===== src/rtl/ysyx_24110015_arb_pkg.sv =====
// Shared types and constants for the IFU/LSU memory arbiter.
// Round-robin arbitration is enabled by defining YSYX_ARB_RR_EN.
package ysyx_24110015_arb_pkg;

  localparam int ADDR_W = 32;
  localparam int DATA_W = 32;
  localparam int MASK_W = DATA_W / 8;

  typedef enum logic [1:0] {
    IDLE  = 2'd0,
    ISSUE = 2'd1,
    WAIT  = 2'd2,
    RESP  = 2'd3
  } arb_state_t;

  typedef enum logic {
    OWN_IFU = 1'b0,
    OWN_LSU = 1'b1
  } owner_t;

  // Requester that was not the given one; used for round-robin tie breaking.
  function automatic owner_t other_owner(input owner_t o);
    return (o == OWN_LSU) ? OWN_IFU : OWN_LSU;
  endfunction

endpackage


===== src/rtl/ysyx_24110015_mem_arbiter_if.sv =====
// Bus bundle between IFU/LSU requesters, the arbiter and the memory-access wrapper.
// slave = arbiter view, master = environment (requesters + memory) view.
interface ysyx_24110015_mem_arbiter_if;
  import ysyx_24110015_arb_pkg::*;

  logic              ifu_req_valid;
  logic              ifu_req_ready;
  logic [ADDR_W-1:0] ifu_addr;
  logic              ifu_resp_valid;
  logic [DATA_W-1:0] ifu_rdata;

  logic              lsu_req_valid;
  logic              lsu_req_ready;
  logic [ADDR_W-1:0] lsu_addr;
  logic              lsu_wen;
  logic [DATA_W-1:0] lsu_wdata;
  logic [MASK_W-1:0] lsu_wmask;
  logic              lsu_resp_valid;
  logic [DATA_W-1:0] lsu_rdata;

  logic              mem_req_valid;
  logic              mem_req_ready;
  logic [ADDR_W-1:0] mem_addr;
  logic              mem_wen;
  logic [DATA_W-1:0] mem_wdata;
  logic [MASK_W-1:0] mem_wmask;
  logic              mem_resp_valid;
  logic [DATA_W-1:0] mem_rdata;

  modport slave (
    input  ifu_req_valid, ifu_addr,
    output ifu_req_ready, ifu_resp_valid, ifu_rdata,
    input  lsu_req_valid, lsu_addr, lsu_wen, lsu_wdata, lsu_wmask,
    output lsu_req_ready, lsu_resp_valid, lsu_rdata,
    output mem_req_valid, mem_addr, mem_wen, mem_wdata, mem_wmask,
    input  mem_req_ready, mem_resp_valid, mem_rdata
  );

  modport master (
    output ifu_req_valid, ifu_addr,
    input  ifu_req_ready, ifu_resp_valid, ifu_rdata,
    output lsu_req_valid, lsu_addr, lsu_wen, lsu_wdata, lsu_wmask,
    input  lsu_req_ready, lsu_resp_valid, lsu_rdata,
    input  mem_req_valid, mem_addr, mem_wen, mem_wdata, mem_wmask,
    output mem_req_ready, mem_resp_valid, mem_rdata
  );

endinterface


===== src/rtl/ysyx_24110015_arb_pick.sv =====
// Pure grant selection between IFU and LSU.
// Fixed LSU priority by default; round-robin when YSYX_ARB_RR_EN is defined.
module ysyx_24110015_arb_pick
  import ysyx_24110015_arb_pkg::*;
(
  input  logic   ifu_valid,
  input  logic   lsu_valid,
  input  owner_t last_served,
  output owner_t winner
);

`ifdef YSYX_ARB_RR_EN
  // On a tie the requester not served last wins.
  always_comb begin
    winner = OWN_LSU;
    if (ifu_valid && lsu_valid) begin
      winner = other_owner(last_served);
    end else if (ifu_valid) begin
      winner = OWN_IFU;
    end else begin
      winner = OWN_LSU;
    end
  end
`else
  logic unused_last_served_s;
  assign unused_last_served_s = last_served;

  // LSU always wins a tie.
  always_comb begin
    winner = OWN_LSU;
    if (lsu_valid) begin
      winner = OWN_LSU;
    end else if (ifu_valid) begin
      winner = OWN_IFU;
    end else begin
      winner = OWN_LSU;
    end
  end
`endif

endmodule


===== src/rtl/ysyx_24110015_mem_arbiter.sv =====
// Shares one memory port between IFU and LSU: one outstanding transaction,
// registered request fields and a one-cycle response pulse. Macro: YSYX_ARB_RR_EN.
module ysyx_24110015_mem_arbiter
  import ysyx_24110015_arb_pkg::*;
(
  input  logic                        clk,
  input  logic                        rst,
  ysyx_24110015_mem_arbiter_if.slave  bus
);

  arb_state_t        state_r;
  owner_t            owner_r;
  logic [ADDR_W-1:0] addr_r;
  logic              wen_r;
  logic [DATA_W-1:0] wdata_r;
  logic [MASK_W-1:0] wmask_r;
  logic              mem_req_valid_r;
  logic              ifu_resp_valid_r;
  logic              lsu_resp_valid_r;
  logic [DATA_W-1:0] ifu_rdata_r;
  logic [DATA_W-1:0] lsu_rdata_r;

  owner_t            winner_s;
  owner_t            last_served_s;
  logic              ifu_ready_s;
  logic              lsu_ready_s;
  logic              grant_s;

  ysyx_24110015_arb_pick u_pick (
    .ifu_valid   (bus.ifu_req_valid),
    .lsu_valid   (bus.lsu_req_valid),
    .last_served (last_served_s),
    .winner      (winner_s)
  );

`ifdef YSYX_ARB_RR_EN
  owner_t last_served_r;

  // Remembers who got the most recent grant; starts as LSU so IFU wins the first tie.
  always_ff @(posedge clk) begin
    if (!rst) begin
      last_served_r <= OWN_LSU;
    end else if (grant_s) begin
      last_served_r <= winner_s;
    end
  end

  assign last_served_s = last_served_r;
`else
  assign last_served_s = OWN_LSU;
`endif

  // Requests are only accepted in IDLE and never while reset is asserted.
  always_comb begin
    ifu_ready_s = 1'b0;
    lsu_ready_s = 1'b0;
    if (rst && (state_r == IDLE)) begin
      ifu_ready_s = bus.ifu_req_valid && (winner_s == OWN_IFU);
      lsu_ready_s = bus.lsu_req_valid && (winner_s == OWN_LSU);
    end else begin
      ifu_ready_s = 1'b0;
      lsu_ready_s = 1'b0;
    end
  end

  assign grant_s = ifu_ready_s | lsu_ready_s;

  // Transaction FSM with all registered outputs.
  always_ff @(posedge clk) begin
    if (!rst) begin
      state_r          <= IDLE;
      owner_r          <= OWN_IFU;
      addr_r           <= {ADDR_W{1'b0}};
      wen_r            <= 1'b0;
      wdata_r          <= {DATA_W{1'b0}};
      wmask_r          <= {MASK_W{1'b0}};
      mem_req_valid_r  <= 1'b0;
      ifu_resp_valid_r <= 1'b0;
      lsu_resp_valid_r <= 1'b0;
      ifu_rdata_r      <= {DATA_W{1'b0}};
      lsu_rdata_r      <= {DATA_W{1'b0}};
    end else begin
      ifu_resp_valid_r <= 1'b0;
      lsu_resp_valid_r <= 1'b0;
      case (state_r)
        IDLE: begin
          if (lsu_ready_s) begin
            owner_r         <= OWN_LSU;
            addr_r          <= bus.lsu_addr;
            wen_r           <= bus.lsu_wen;
            wdata_r         <= bus.lsu_wdata;
            wmask_r         <= bus.lsu_wmask;
            mem_req_valid_r <= 1'b1;
            state_r         <= ISSUE;
          end else if (ifu_ready_s) begin
            owner_r         <= OWN_IFU;
            addr_r          <= bus.ifu_addr;
            wen_r           <= 1'b0;
            wdata_r         <= {DATA_W{1'b0}};
            wmask_r         <= {MASK_W{1'b0}};
            mem_req_valid_r <= 1'b1;
            state_r         <= ISSUE;
          end else begin
            state_r <= IDLE;
          end
        end
        ISSUE: begin
          if (bus.mem_req_ready) begin
            mem_req_valid_r <= 1'b0;
            state_r         <= WAIT;
          end else begin
            state_r <= ISSUE;
          end
        end
        WAIT: begin
          if (bus.mem_resp_valid) begin
            // Write acks return zero data to the owner.
            if (owner_r == OWN_LSU) begin
              lsu_resp_valid_r <= 1'b1;
              lsu_rdata_r      <= wen_r ? {DATA_W{1'b0}} : bus.mem_rdata;
            end else begin
              ifu_resp_valid_r <= 1'b1;
              ifu_rdata_r      <= bus.mem_rdata;
            end
            state_r <= RESP;
          end else begin
            state_r <= WAIT;
          end
        end
        RESP: begin
          state_r <= IDLE;
        end
        default: begin
          state_r <= IDLE;
        end
      endcase
    end
  end

  assign bus.ifu_req_ready  = ifu_ready_s;
  assign bus.lsu_req_ready  = lsu_ready_s;
  assign bus.ifu_resp_valid = ifu_resp_valid_r;
  assign bus.ifu_rdata      = ifu_rdata_r;
  assign bus.lsu_resp_valid = lsu_resp_valid_r;
  assign bus.lsu_rdata      = lsu_rdata_r;
  assign bus.mem_req_valid  = mem_req_valid_r;
  assign bus.mem_addr       = addr_r;
  assign bus.mem_wen        = wen_r;
  assign bus.mem_wdata      = wdata_r;
  assign bus.mem_wmask      = wmask_r;

endmodule


===== src/flat_wrapper.sv =====
// flat-port wrapper written by rule: the top's interface ports become plain ports
module ysyx_24110015_mem_arbiter_flat import ysyx_24110015_arb_pkg::*;
  (clk, rst, bus_ifu_req_valid, bus_ifu_addr, bus_ifu_req_ready, bus_ifu_resp_valid, bus_ifu_rdata, bus_lsu_req_valid, bus_lsu_addr, bus_lsu_wen, bus_lsu_wdata, bus_lsu_wmask, bus_lsu_req_ready, bus_lsu_resp_valid, bus_lsu_rdata, bus_mem_req_valid, bus_mem_addr, bus_mem_wen, bus_mem_wdata, bus_mem_wmask, bus_mem_req_ready, bus_mem_resp_valid, bus_mem_rdata);
  ysyx_24110015_mem_arbiter_if bus_i ();
  input  logic clk;
  input  logic rst;
  input wire logic [$bits(bus_i.ifu_req_valid)-1:0] bus_ifu_req_valid;
  input wire logic [$bits(bus_i.ifu_addr)-1:0] bus_ifu_addr;
  output wire logic [$bits(bus_i.ifu_req_ready)-1:0] bus_ifu_req_ready;
  output wire logic [$bits(bus_i.ifu_resp_valid)-1:0] bus_ifu_resp_valid;
  output wire logic [$bits(bus_i.ifu_rdata)-1:0] bus_ifu_rdata;
  input wire logic [$bits(bus_i.lsu_req_valid)-1:0] bus_lsu_req_valid;
  input wire logic [$bits(bus_i.lsu_addr)-1:0] bus_lsu_addr;
  input wire logic [$bits(bus_i.lsu_wen)-1:0] bus_lsu_wen;
  input wire logic [$bits(bus_i.lsu_wdata)-1:0] bus_lsu_wdata;
  input wire logic [$bits(bus_i.lsu_wmask)-1:0] bus_lsu_wmask;
  output wire logic [$bits(bus_i.lsu_req_ready)-1:0] bus_lsu_req_ready;
  output wire logic [$bits(bus_i.lsu_resp_valid)-1:0] bus_lsu_resp_valid;
  output wire logic [$bits(bus_i.lsu_rdata)-1:0] bus_lsu_rdata;
  output wire logic [$bits(bus_i.mem_req_valid)-1:0] bus_mem_req_valid;
  output wire logic [$bits(bus_i.mem_addr)-1:0] bus_mem_addr;
  output wire logic [$bits(bus_i.mem_wen)-1:0] bus_mem_wen;
  output wire logic [$bits(bus_i.mem_wdata)-1:0] bus_mem_wdata;
  output wire logic [$bits(bus_i.mem_wmask)-1:0] bus_mem_wmask;
  input wire logic [$bits(bus_i.mem_req_ready)-1:0] bus_mem_req_ready;
  input wire logic [$bits(bus_i.mem_resp_valid)-1:0] bus_mem_resp_valid;
  input wire logic [$bits(bus_i.mem_rdata)-1:0] bus_mem_rdata;
  assign bus_i.ifu_req_valid = bus_ifu_req_valid;
  assign bus_i.ifu_addr = bus_ifu_addr;
  assign bus_ifu_req_ready = bus_i.ifu_req_ready;
  assign bus_ifu_resp_valid = bus_i.ifu_resp_valid;
  assign bus_ifu_rdata = bus_i.ifu_rdata;
  assign bus_i.lsu_req_valid = bus_lsu_req_valid;
  assign bus_i.lsu_addr = bus_lsu_addr;
  assign bus_i.lsu_wen = bus_lsu_wen;
  assign bus_i.lsu_wdata = bus_lsu_wdata;
  assign bus_i.lsu_wmask = bus_lsu_wmask;
  assign bus_lsu_req_ready = bus_i.lsu_req_ready;
  assign bus_lsu_resp_valid = bus_i.lsu_resp_valid;
  assign bus_lsu_rdata = bus_i.lsu_rdata;
  assign bus_mem_req_valid = bus_i.mem_req_valid;
  assign bus_mem_addr = bus_i.mem_addr;
  assign bus_mem_wen = bus_i.mem_wen;
  assign bus_mem_wdata = bus_i.mem_wdata;
  assign bus_mem_wmask = bus_i.mem_wmask;
  assign bus_i.mem_req_ready = bus_mem_req_ready;
  assign bus_i.mem_resp_valid = bus_mem_resp_valid;
  assign bus_i.mem_rdata = bus_mem_rdata;
  ysyx_24110015_mem_arbiter u_core (.clk(clk), .rst(rst), .bus(bus_i));
endmodule

===== config.mk =====
export PLATFORM = sky130hd
export DESIGN_NAME = ysyx_24110015_mem_arbiter_flat
export DESIGN_NICKNAME = d
export VERILOG_FILES = /design/src/rtl/ysyx_24110015_arb_pkg.sv /design/src/rtl/ysyx_24110015_mem_arbiter_if.sv /design/src/rtl/ysyx_24110015_arb_pick.sv /design/src/rtl/ysyx_24110015_mem_arbiter.sv /design/src/flat_wrapper.sv
export SDC_FILE = /design/constraint.sdc
export NUM_CORES = 1
export LEC_CHECK = 0
export ABC_AREA = 1
export BUFFER_PORTS_ARGS = -buffer_cell sky130_fd_sc_hd__buf_2
export CORE_MARGIN = 2
export CORE_UTILIZATION = 35
export CTS_CLUSTER_DIAMETER = 100
export CTS_CLUSTER_SIZE = 20
export DETAILED_ROUTE_END_ITERATION = 10
export PLACE_DENSITY = 0.71
export SYNTH_ARGS = -nofsm -noshare
export SYNTH_HDL_FRONTEND = slang
export SYNTH_SLANG_ARGS = --single-unit

===== constraint.sdc =====
create_clock -name clk -period 1.75 [get_ports clk]
set_clock_uncertainty 0.2 [all_clocks]
set_input_delay 0.4375 -clock clk [delete_from_list [all_inputs] [get_ports clk]]
set_output_delay 0.4375 -clock clk [all_outputs]
set_load 0.02 [all_outputs]

Word-level counts from Yosys, hierarchy flattened. Cells that the tools add are included.

Register bits after elaboration: 139. Input port bits: 139. Output and inout port bits: 138. Logic and storage cells: 54.

Equal/unequal tests: 5. Muxes and demuxes: 25. Bitwise logic cells: 2. Reductions and logical operators: 11.

Operators by type and width (number): 2-to-1 mux 32 bit (5); 2-to-1 mux 1 bit (14); AND reduction 3 bit (4); 2-to-1 mux 4 bit (2); one-hot mux 2 bit (4 select lines) (1); == test 2 bit, second input constant (2); 2-to-1 mux 2 bit (2); nonzero test 2 bit (2); logical AND 1 bit (3); inequality test 3 bit, second input constant (1); == test 2 x 1 -> 1 bit, second input constant (1); logical NOT 2 bit (1); inequality test 2 bit, second input constant (1); inverter 1 bit (2); one-hot mux 1 bit (2 select lines) (1); AND reduction 2 bit (1).

Logic depth before layout (Yosys ltp). Gate-level depths: netlist of run 1.

Depth after elaboration: 8. Gate-level depth with buffers: 8. Mapped depth without buffers: 6.

Modules after synthesis. Synthesis of run 1 repeated with hierarchy kept, for this count alone.

Cells, all modules: 765. Area total of the unflattened synthesis: 5645.4 sq um.

Modules (own cells, without submodules): ysyx_24110015_mem_arbiter (instances 1, cells an instance 763, area an instance 5637.9 sq um, sequential area each 2782.7 sq um); ysyx_24110015_arb_pick (instances 1, cells an instance 2, area an instance 7.5 sq um, sequential area each 0.0 sq um).

Least setup slack after synthesis of run 1. No wires, ideal clock.

Path kind: input-to-output. Start point: input rst. End point: output bus_ifu_req_ready. Arrival time: 1.167 ns. Required time: 1.112 ns. Slack: -0.054 ns. Stages on the path: 4. Path buffers: 2. Cell sequence: buf_2 clkbuf_1 nand4_1 inv_1.

Longest elaborated chain between the ends: 2.

Ends and longest elaborated chain: start: declaration (line flat_wrapper.sv:6) `input logic rst;`; logical AND 1 bit (line ysyx_24110015_mem_arbiter.sv:57) `if (rst && (state_r == IDLE)) begin`; 2-to-1 mux 1 bit (line ysyx_24110015_mem_arbiter.sv:57); end: declaration (line flat_wrapper.sv:9) `output wire logic [$bits(bus_i.ifu_req_ready)-1:0] bus_ifu_req_ready;`.

Every way passes these cells.

==> flow_summary_export.csv, run 1 <==
group,metric,value,unit
worst_setup_path,worstSetupStartpointType,"flip-flop",
power_and_ir_drop,cellPowerDensity,980,mW/mm2
timing,slew_headroom,0.725,
die,start_util,0.356,
die,io_pins,277,
placed_design,hpwl,12100,um
run_status,outcome,"finished, violations left",
drt,avgViaCountPerCell,4.65,
worst_setup_path,timing.reg2reg.setup_slack,0.06,ns
timing,setup_total_neg_slack,-0.288,ns
worst_setup_path,critical_path.max_stage_delay,0.34,ns
finish,flow.area_growth_from_synthesis,42.1,%
timing,rsz_0062_raised_after_global_routing,"true",
die,core-area,0.0165,mm2
power_and_ir_drop,intPower,5910,uW
global_route,grt_pass1_vias,5466,
finish,n_fill_cell,1599,
die,rows,47,
worst_setup_path,path_cells,"nor2_4 -> nand4_1 -> inv_1 -> buf_6",
clock_network,tritoncts.num_buffers,17,
power_and_ir_drop,static-leakage-power,0.00422,uW
run_status,failing_checks,"negative setup slack",
clock_network,cts_max_level,4,
clock_network,cts_root_buf,"sky130_fd_sc_hd__clkbuf_16",
hold_path,min_path_type,"input pin to flip-flop",
die,die_height,133,um
yosys,synthesis.area_per_instance,7.06,um2
global_route,globalRouteTotalUtil,0.186,
yosys,netlist-cell-type-count,22,
yosys,ys_top_cells_by_area,"sky130_fd_sc_hd__dfxtp_1 (48%), sky130_fd_sc_hd__nand2_1 (9.4%), sky130_fd_sc_hd__a21oi_1 (8.8%), sky130_fd_sc_hd__inv_1 (8.7%), sky130_fd_sc_hd__nand3_1 (5.8%)",
drt,drc_errors,0,
timing,final.hold.worst_slack,0.0732,ns
global_route,antenna_found_initial,1,
yosys,syn_nets,969,
yosys,ys_seq_elements,139,
yosys,ys_warn_count,0,
yosys,yosys.area.top_type_share,0.475,
worst_setup_path,timing.critical_path.to_type,"primary output",
timing,share_of_the_cycle_needed_by_the_critical_path_after_routing,1.09,
worst_setup_path,crit-reg2reg-capture,"u_core.bus.mem_wdata[27]$_SDFFE_PN0P_",
worst_setup_path,timing.critical_path.fanout_max,4,
timing,timing_hold_violations_final,0,
placed_design,placement.io_buffers,276,
drt,num_vias,6218,
power_and_ir_drop,ir_worst_vdd,0.000599,V
timing,timing.final.crit_period,1.91,ns
timing,worst_setup_slack_after_layout,-0.158,ns
yosys,synth_seq_area_share,0.475,
worst_setup_path,worstPathRequired,1.11,ns
worst_setup_path,critPathCapture,"bus_ifu_req_ready",
drt,postRouteWirelength,17600,um
yosys,synth.largest_area_cell,"sky130_fd_sc_hd__dfxtp_1",
finish,final_nets,1244,
clock_network,clock_tree_buf_depth,2,
placed_design,place.gp.congestion,0.832,
drt,drtIter0Drc,278,
drt,wire_per_inst,13.2,um
timing,slew_viol_final,0,
timing,max_clock_freq,524,MHz
finish,final_layout_size_suffix_gt1_frac,0.326,
clock_network,clock_latency,0.40,ns
job,maxCapViolations,0,
timing,tightest_slew,0.412,ns
yosys,synthesis.area,0.00586,mm2
power_and_ir_drop,power_frac_clock,0.418,
global_route,gr-total-overflow,0,
die,die_width,133,um
worst_setup_path,criticalPathCategory,"flip-flop to primary output",
die,design.die.area,0.0178,mm2
yosys,synthCells,830,
global_route,grt_max_degree,49,
finish,seqCellArea,0.00279,mm2
global_route,wire_length_of_the_first_global_routing_pass,26800,um
clock_network,tritoncts_clock_tree,"built",
clock_network,cts.sink_count,139,
power_and_ir_drop,share_comb_of_total_power,0.165,
drt,drt_pre_antenna_iters,7,
finish,final_core_util,0.506,
power_and_ir_drop,total_switching_power,2250,uW
worst_setup_path,worstRegToRegCells,9,
drt,ant_nets,0,
worst_setup_path,critical_path_arrival,1.27,ns
power_and_ir_drop,power_switching_share,0.276,
clock_network,cts_hold_buffers,0,
timing,final-setup-viol-count,2,
finish,multi_input_area,0.00229,mm2
clock_network,clk_pin_slew_worst_paths,0.06,ns
worst_setup_path,worst_path_max_delay_cell,"sky130_fd_sc_hd__dfxtp_2",
power_and_ir_drop,seq_power_share,0.417,
per-stage QoR:
step | setup WS, ns | cells | power [uW] | instance area [um2]
after floorplan | 0.0545 | 830 | 4200 | 5860
after global placement | -0.0342 | 1296 | 4710 | 7560
after detailed placement | -0.0656 | 1296 | 4720 | 7560
after CTS | -0.205 | 1331 | 8170 | 8180
after global routing | -0.242 | 1336 | 8520 | 8320
final | -0.158 | 1337 | 8160 | 8320
logic make-up (layout without fill, tap and decap cells):
kind of cell           after synthesis  after routing  share of synthesized area
and+or+nand+nor                    353            353                      0.267
buffers and inverters              202            488                      0.142
DFF                                139            139                      0.475
AOI/OAI and AO/OA                  136            136                      0.117
other                                0              1                          0
registers in the layout (all words and copies together) (netlist names), named ones only:
name and flops:
u_core.state_r 1, u_core.bus.ifu_rdata 32, u_core.bus.mem_wdata 32, u_core.bus.lsu_rdata 32
u_core.bus.mem_addr 32, u_core.bus.mem_req_valid 1, u_core.owner_r 1, u_core.bus.lsu_resp_valid 1
u_core.bus.mem_wmask 4, u_core.bus.ifu_resp_valid 1, u_core.bus.mem_wen 1
cell type report:
class,count,share of cell area
Tap cell,220,0.0331
Antenna cell,1,0.000301
Clock buffer,20,0.0561
Clock inverter,10,0.0113
Multi-Input combinational cell,489,0.275
Inverter,139,0.0639
Sequential cell,139,0.335
Timing Repair Buffer,319,0.226
critical path, delay by kind of cell, from the launching register on:
family | cells | cell delay (ns)
buf+inv | 2 | 0.21
flops | 1 | 0.34
simple gates | 2 | 0.31
worst min path at each step:
stage                                     startpoint                                    end  cells after the start  slack, ns
2_1_floorplan            u_core.owner_r$_SDFFE_PN0P_            u_core.owner_r$_SDFFE_PN0P_                      2       0.26
3_3_place_gp   u_core.bus.mem_wdata[20]$_SDFFE_PN0P_  u_core.bus.mem_wdata[20]$_SDFFE_PN0P_                      2       0.24
3_5_place_dp   u_core.bus.mem_wdata[31]$_SDFFE_PN0P_  u_core.bus.mem_wdata[31]$_SDFFE_PN0P_                      2       0.25
4_1_cts                             bus_lsu_wdata[1]   u_core.bus.mem_wdata[1]$_SDFFE_PN0P_                      3       0.05
5_1_grt                            bus_lsu_wdata[21]  u_core.bus.mem_wdata[21]$_SDFFE_PN0P_                      3       0.06
6_report                            bus_lsu_wdata[1]   u_core.bus.mem_wdata[1]$_SDFFE_PN0P_                      3       0.07
synthesized netlist by cell type:
library cell / number
sky130_fd_sc_hd__nand2_1: 146
sky130_fd_sc_hd__clkinv_1: 1
sky130_fd_sc_hd__a21oi_1: 103
sky130_fd_sc_hd__nand3_2: 2
sky130_fd_sc_hd__nand3_1: 68
sky130_fd_sc_hd__buf_4: 5
sky130_fd_sc_hd__o21a_1: 1
sky130_fd_sc_hd__clkbuf_1: 32
sky130_fd_sc_hd__o21ai_0: 32
sky130_fd_sc_hd__inv_1: 136
sky130_fd_sc_hd__nor2_4: 1
sky130_fd_sc_hd__nor2_2: 1
sky130_fd_sc_hd__dfxtp_1: 139
sky130_fd_sc_hd__nor2_1: 68
sky130_fd_sc_hd__buf_1: 4
sky130_fd_sc_hd__nand3b_1: 1
sky130_fd_sc_hd__buf_6: 4
sky130_fd_sc_hd__nand4_1: 33
sky130_fd_sc_hd__inv_2: 2
sky130_fd_sc_hd__nand2_2: 1
sky130_fd_sc_hd__buf_2: 18
sky130_fd_sc_hd__nor3_1: 32
routing by layer:
layer	global-route usage	wire length [um]
met2	0.315	8710
met1	0.228	7290
met4	0.0650	311
met3	0.0506	1290
met5	0	0
timing repair:
action / in CTS / in global routing
cloned: 0 / 4
pin swaps: 3 / 4
setup buffers: 5 / 1
resized for setup: 8 / 12
setup endpoints to repair: 5 / 104
cell usage in the layout (no fill, tap or decap), types with 2 or more instances in the layout:
cell / instances
sky130_fd_sc_hd__nor2_1: 68
sky130_fd_sc_hd__inv_4: 2
sky130_fd_sc_hd__buf_2: 274
sky130_fd_sc_hd__o21ai_0: 31
sky130_fd_sc_hd__buf_6: 5
sky130_fd_sc_hd__buf_12: 8
sky130_fd_sc_hd__a21oi_2: 3
sky130_fd_sc_hd__nor3_1: 32
sky130_fd_sc_hd__clkinv_2: 4
sky130_fd_sc_hd__clkbuf_8: 3
sky130_fd_sc_hd__nand3_4: 2
sky130_fd_sc_hd__clkbuf_16: 20
sky130_fd_sc_hd__nand2_1: 146
sky130_fd_sc_hd__inv_1: 135
sky130_fd_sc_hd__buf_4: 29
sky130_fd_sc_hd__dfxtp_1: 137
sky130_fd_sc_hd__nand4_1: 33
sky130_fd_sc_hd__clkinvlp_4: 4
sky130_fd_sc_hd__clkinv_4: 2
sky130_fd_sc_hd__a21oi_1: 100
sky130_fd_sc_hd__nand3_1: 67
sky130_fd_sc_hd__nor2_4: 2
power groups by stage:
| stage | registers [uW] | clock network (uW) | logic, uW |
|---|---|---|---|
| global placement | 3470 | 0 | 1240 |
| finish | 3400 | 3410 | 1350 |
| floorplan | 3650 | 0 | 555 |
| global route | 3420 | 3630 | 1470 |
| CTS | 3400 | 3490 | 1280 |
| detailed placement | 3470 | 0 | 1250 |
(Power assumes the default switching activity.)
==> inputs of run 2 (changes only) <==
--- a/config.mk
+++ b/config.mk
@@ -6,13 +6,13 @@
 export NUM_CORES = 1
 export LEC_CHECK = 0
 export ABC_AREA = 1
-export BUFFER_PORTS_ARGS = -buffer_cell sky130_fd_sc_hd__buf_2
 export CORE_MARGIN = 2
 export CORE_UTILIZATION = 35
 export CTS_CLUSTER_DIAMETER = 100
 export CTS_CLUSTER_SIZE = 20
 export DETAILED_ROUTE_END_ITERATION = 10
-export PLACE_DENSITY = 0.71
+export DONT_BUFFER_PORTS = 1
+export PLACE_DENSITY = 0.57
 export SYNTH_ARGS = -nofsm -noshare
 export SYNTH_HDL_FRONTEND = slang
 export SYNTH_SLANG_ARGS = --single-unit
==> flow_summary_export.csv, run 2 (synthesis results as in run 1) <==
group,metric,value,unit
run_status,outcome,"finished, violations left",
run_status,failing_checks,"negative setup slack",
finish,final_nets,1030,
clock_network,tritoncts_clock_tree,"built",
placed_design,place.gp.congestion,0.736,
power_and_ir_drop,fin_total_pwr,8320,uW
global_route,gr-total-overflow,0,
die,die_width,133,um
worst_setup_path,path_cells,"nor2_4 -> nand4_1 -> inv_2",
drt,wire_per_inst,16.0,um
drt,num_vias,5545,
global_route,grt_pass1_vias,5306,
finish,insertedDiodeCount,0,
timing,setup_total_neg_slack,-0.273,ns
job,maxCapViolations,0,
power_and_ir_drop,ir_worst_vdd,0.000652,V
die,rows,47,
clock_network,cts_max_level,4,
worst_setup_path,timing.critical_path.fanout_max,3,
timing,timing.final.crit_period,1.89,ns
drt,drtIter0Drc,284,
finish,layout_common_cells,"sky130_fd_sc_hd__nand2_1 (146), sky130_fd_sc_hd__dfxtp_1 (137), sky130_fd_sc_hd__inv_1 (134), sky130_fd_sc_hd__a21oi_1 (103), sky130_fd_sc_hd__nor2_1 (68)",
finish,layout.cells.most_common,"sky130_fd_sc_hd__nand2_1",
drt,postRouteWirelength,18000,um
worst_setup_path,critical_path_arrival,1.26,ns
clock_network,cts_root_buf,"sky130_fd_sc_hd__clkbuf_16",
timing,slew_headroom,0.721,
power_and_ir_drop,static-leakage-power,0.00324,uW
finish,design_area,0.00763,mm2
worst_setup_path,crit-reg2reg-capture,"u_core.bus.mem_wdata[6]$_SDFFE_PN0P_",
worst_setup_path,critical_path.max_stage_delay,0.34,ns
timing,tightest_slew,0.419,ns
clock_network,clock_latency,0.41,ns
worst_setup_path,timing.critical_path.to_type,"primary output",
clock_network,cts.sink_count,139,
clock_network,clk_pin_slew_worst_paths,0.06,ns
drt,drc_errors,0,
drt,drt_pre_antenna_iters,4,
timing,timing_hold_violations_final,0,
timing,final.hold.worst_slack,0.0188,ns
worst_setup_path,worstPathRequired,1.11,ns
power_and_ir_drop,cellPowerDensity,1090,mW/mm2
die,start_util,0.356,
timing,slew_viol_final,0,
global_route,grt_max_degree,60,
global_route,globalRouteTotalUtil,0.192,
worst_setup_path,worst_path_max_delay_cell,"sky130_fd_sc_hd__dfxtp_2",
hold_path,min_path_type,"input pin to flip-flop",
global_route,wire_length_of_the_first_global_routing_pass,27500,um
drt,ant_nets,0,
worst_setup_path,criticalPathCategory,"flip-flop to primary output",
die,core-area,0.0165,mm2
placed_design,hpwl,10900,um
worst_setup_path,worstRegToRegCells,9,
timing,max_clock_freq,528,MHz
worst_setup_path,timing.reg2reg.setup_slack,0.05,ns
placed_design,placement.io_buffers,0,
timing,worst_setup_slack_after_layout,-0.143,ns
timing,share_of_the_cycle_needed_by_the_critical_path_after_routing,1.08,
timing,rsz_0062_raised_after_global_routing,"true",
finish,flow.area_growth_from_synthesis,30.3,%
placed_design,placedInstanceArea,0.00612,mm2
die,io_pins,277,
finish,final_layout_size_suffix_gt1_frac,0.0918,
drt,avgViaCountPerCell,4.93,
placed_design,dpl_worst_slack,0.0296,ns
worst_setup_path,critPathCapture,"bus_ifu_req_ready",
timing,final-setup-viol-count,2,
clock_network,clock_tree_buf_depth,2,
global_route,antenna_found_initial,0,
clock_network,tritoncts.num_buffers,17,
die,design.die.area,0.0178,mm2
die,die_height,133,um
worst_setup_path,worstSetupStartpointType,"flip-flop",
run 2: cell types whose count changed in the layout (fill, tap and decap cells not counted), sizes merged:
cell / before / now
buf: 316 / 35
bufinv: 1 / 3
clkinv: 6 / 8
clkinvlp: 4 / 1
diode: 1 / 0
dlygate4sd3: 0 / 66
inv: 138 / 140
run 2: per-stage QoR:
stage	utilization	cells
after floorplan	-	830
after global placement	0.372	1012
after detailed placement	0.372	1012
after CTS	0.453	1115
after global routing	0.464	1124
final	0.464	1124
run 2: report_power, final:
part	switching, uW	internal, uW	leakage [uW]
Clock	1440	2340	0.000305
Combinational	508	415	0.00180
Sequential	294	3320	0.00113
run 2: critical path, delay by kind of cell (launching register included):
kind	cells	cell delay (ns)
buffers and inverters	1	0.17
AND/OR/NAND/NOR	2	0.33
flip-flops	1	0.34
run 2: layer usage:
| layer | part of all wire | routed length, um | global-route usage | vias up |
|---|---|---|---|---|
| met2 | 0.48 | 8640 | 0.321 | 216 |
| met3 | 0.087 | 1560 | 0.0761 | 19 |
| met1 | 0.42 | 7560 | 0.226 | 2563 |
| met4 | 0.015 | 271 | 0.0632 | 0 |
| li1 | - | - | - | 2747 |
| met5 | 0 | 0 | 0 | - |
run 2: what timing repair did:
action	CTS	global route
cloned	1	3
pin swaps	2	4
buffers inserted	3	6
hold buffers	67	0
hold endpoints to repair	73	0
resized for setup	8	11
endpoints found under the setup margin	3	92
run 2: worst min-delay path by stage:
stage	startpoint	end	slack, ns	depth (start not counted)
floorplan	u_core.owner_r$_SDFFE_PN0P_	u_core.owner_r$_SDFFE_PN0P_	0.26	2
global placement	u_core.owner_r$_SDFFE_PN0P_	u_core.owner_r$_SDFFE_PN0P_	0.28	2
detailed placement	u_core.owner_r$_SDFFE_PN0P_	u_core.owner_r$_SDFFE_PN0P_	0.28	2
CTS	bus_mem_rdata[6]	u_core.bus.ifu_rdata[6]$_SDFFE_PN0P_	0.002	2
global route	bus_mem_rdata[26]	u_core.bus.lsu_rdata[26]$_SDFFE_PN0P_	0.02	2
finish	bus_mem_rdata[8]	u_core.bus.ifu_rdata[8]$_SDFFE_PN0P_	0.02	2
run 2: area by class of cell:
type,instances,area [um2]
Clock inverter,12,161
Sequential cell,139,2790
Inverter,139,542
Clock buffer,20,457
Timing Repair inverter,1,3.75
Multi-Input combinational cell,489,2280
Fill cell,1662,8830
Timing Repair Buffer,104,1130
Tap cell,220,275
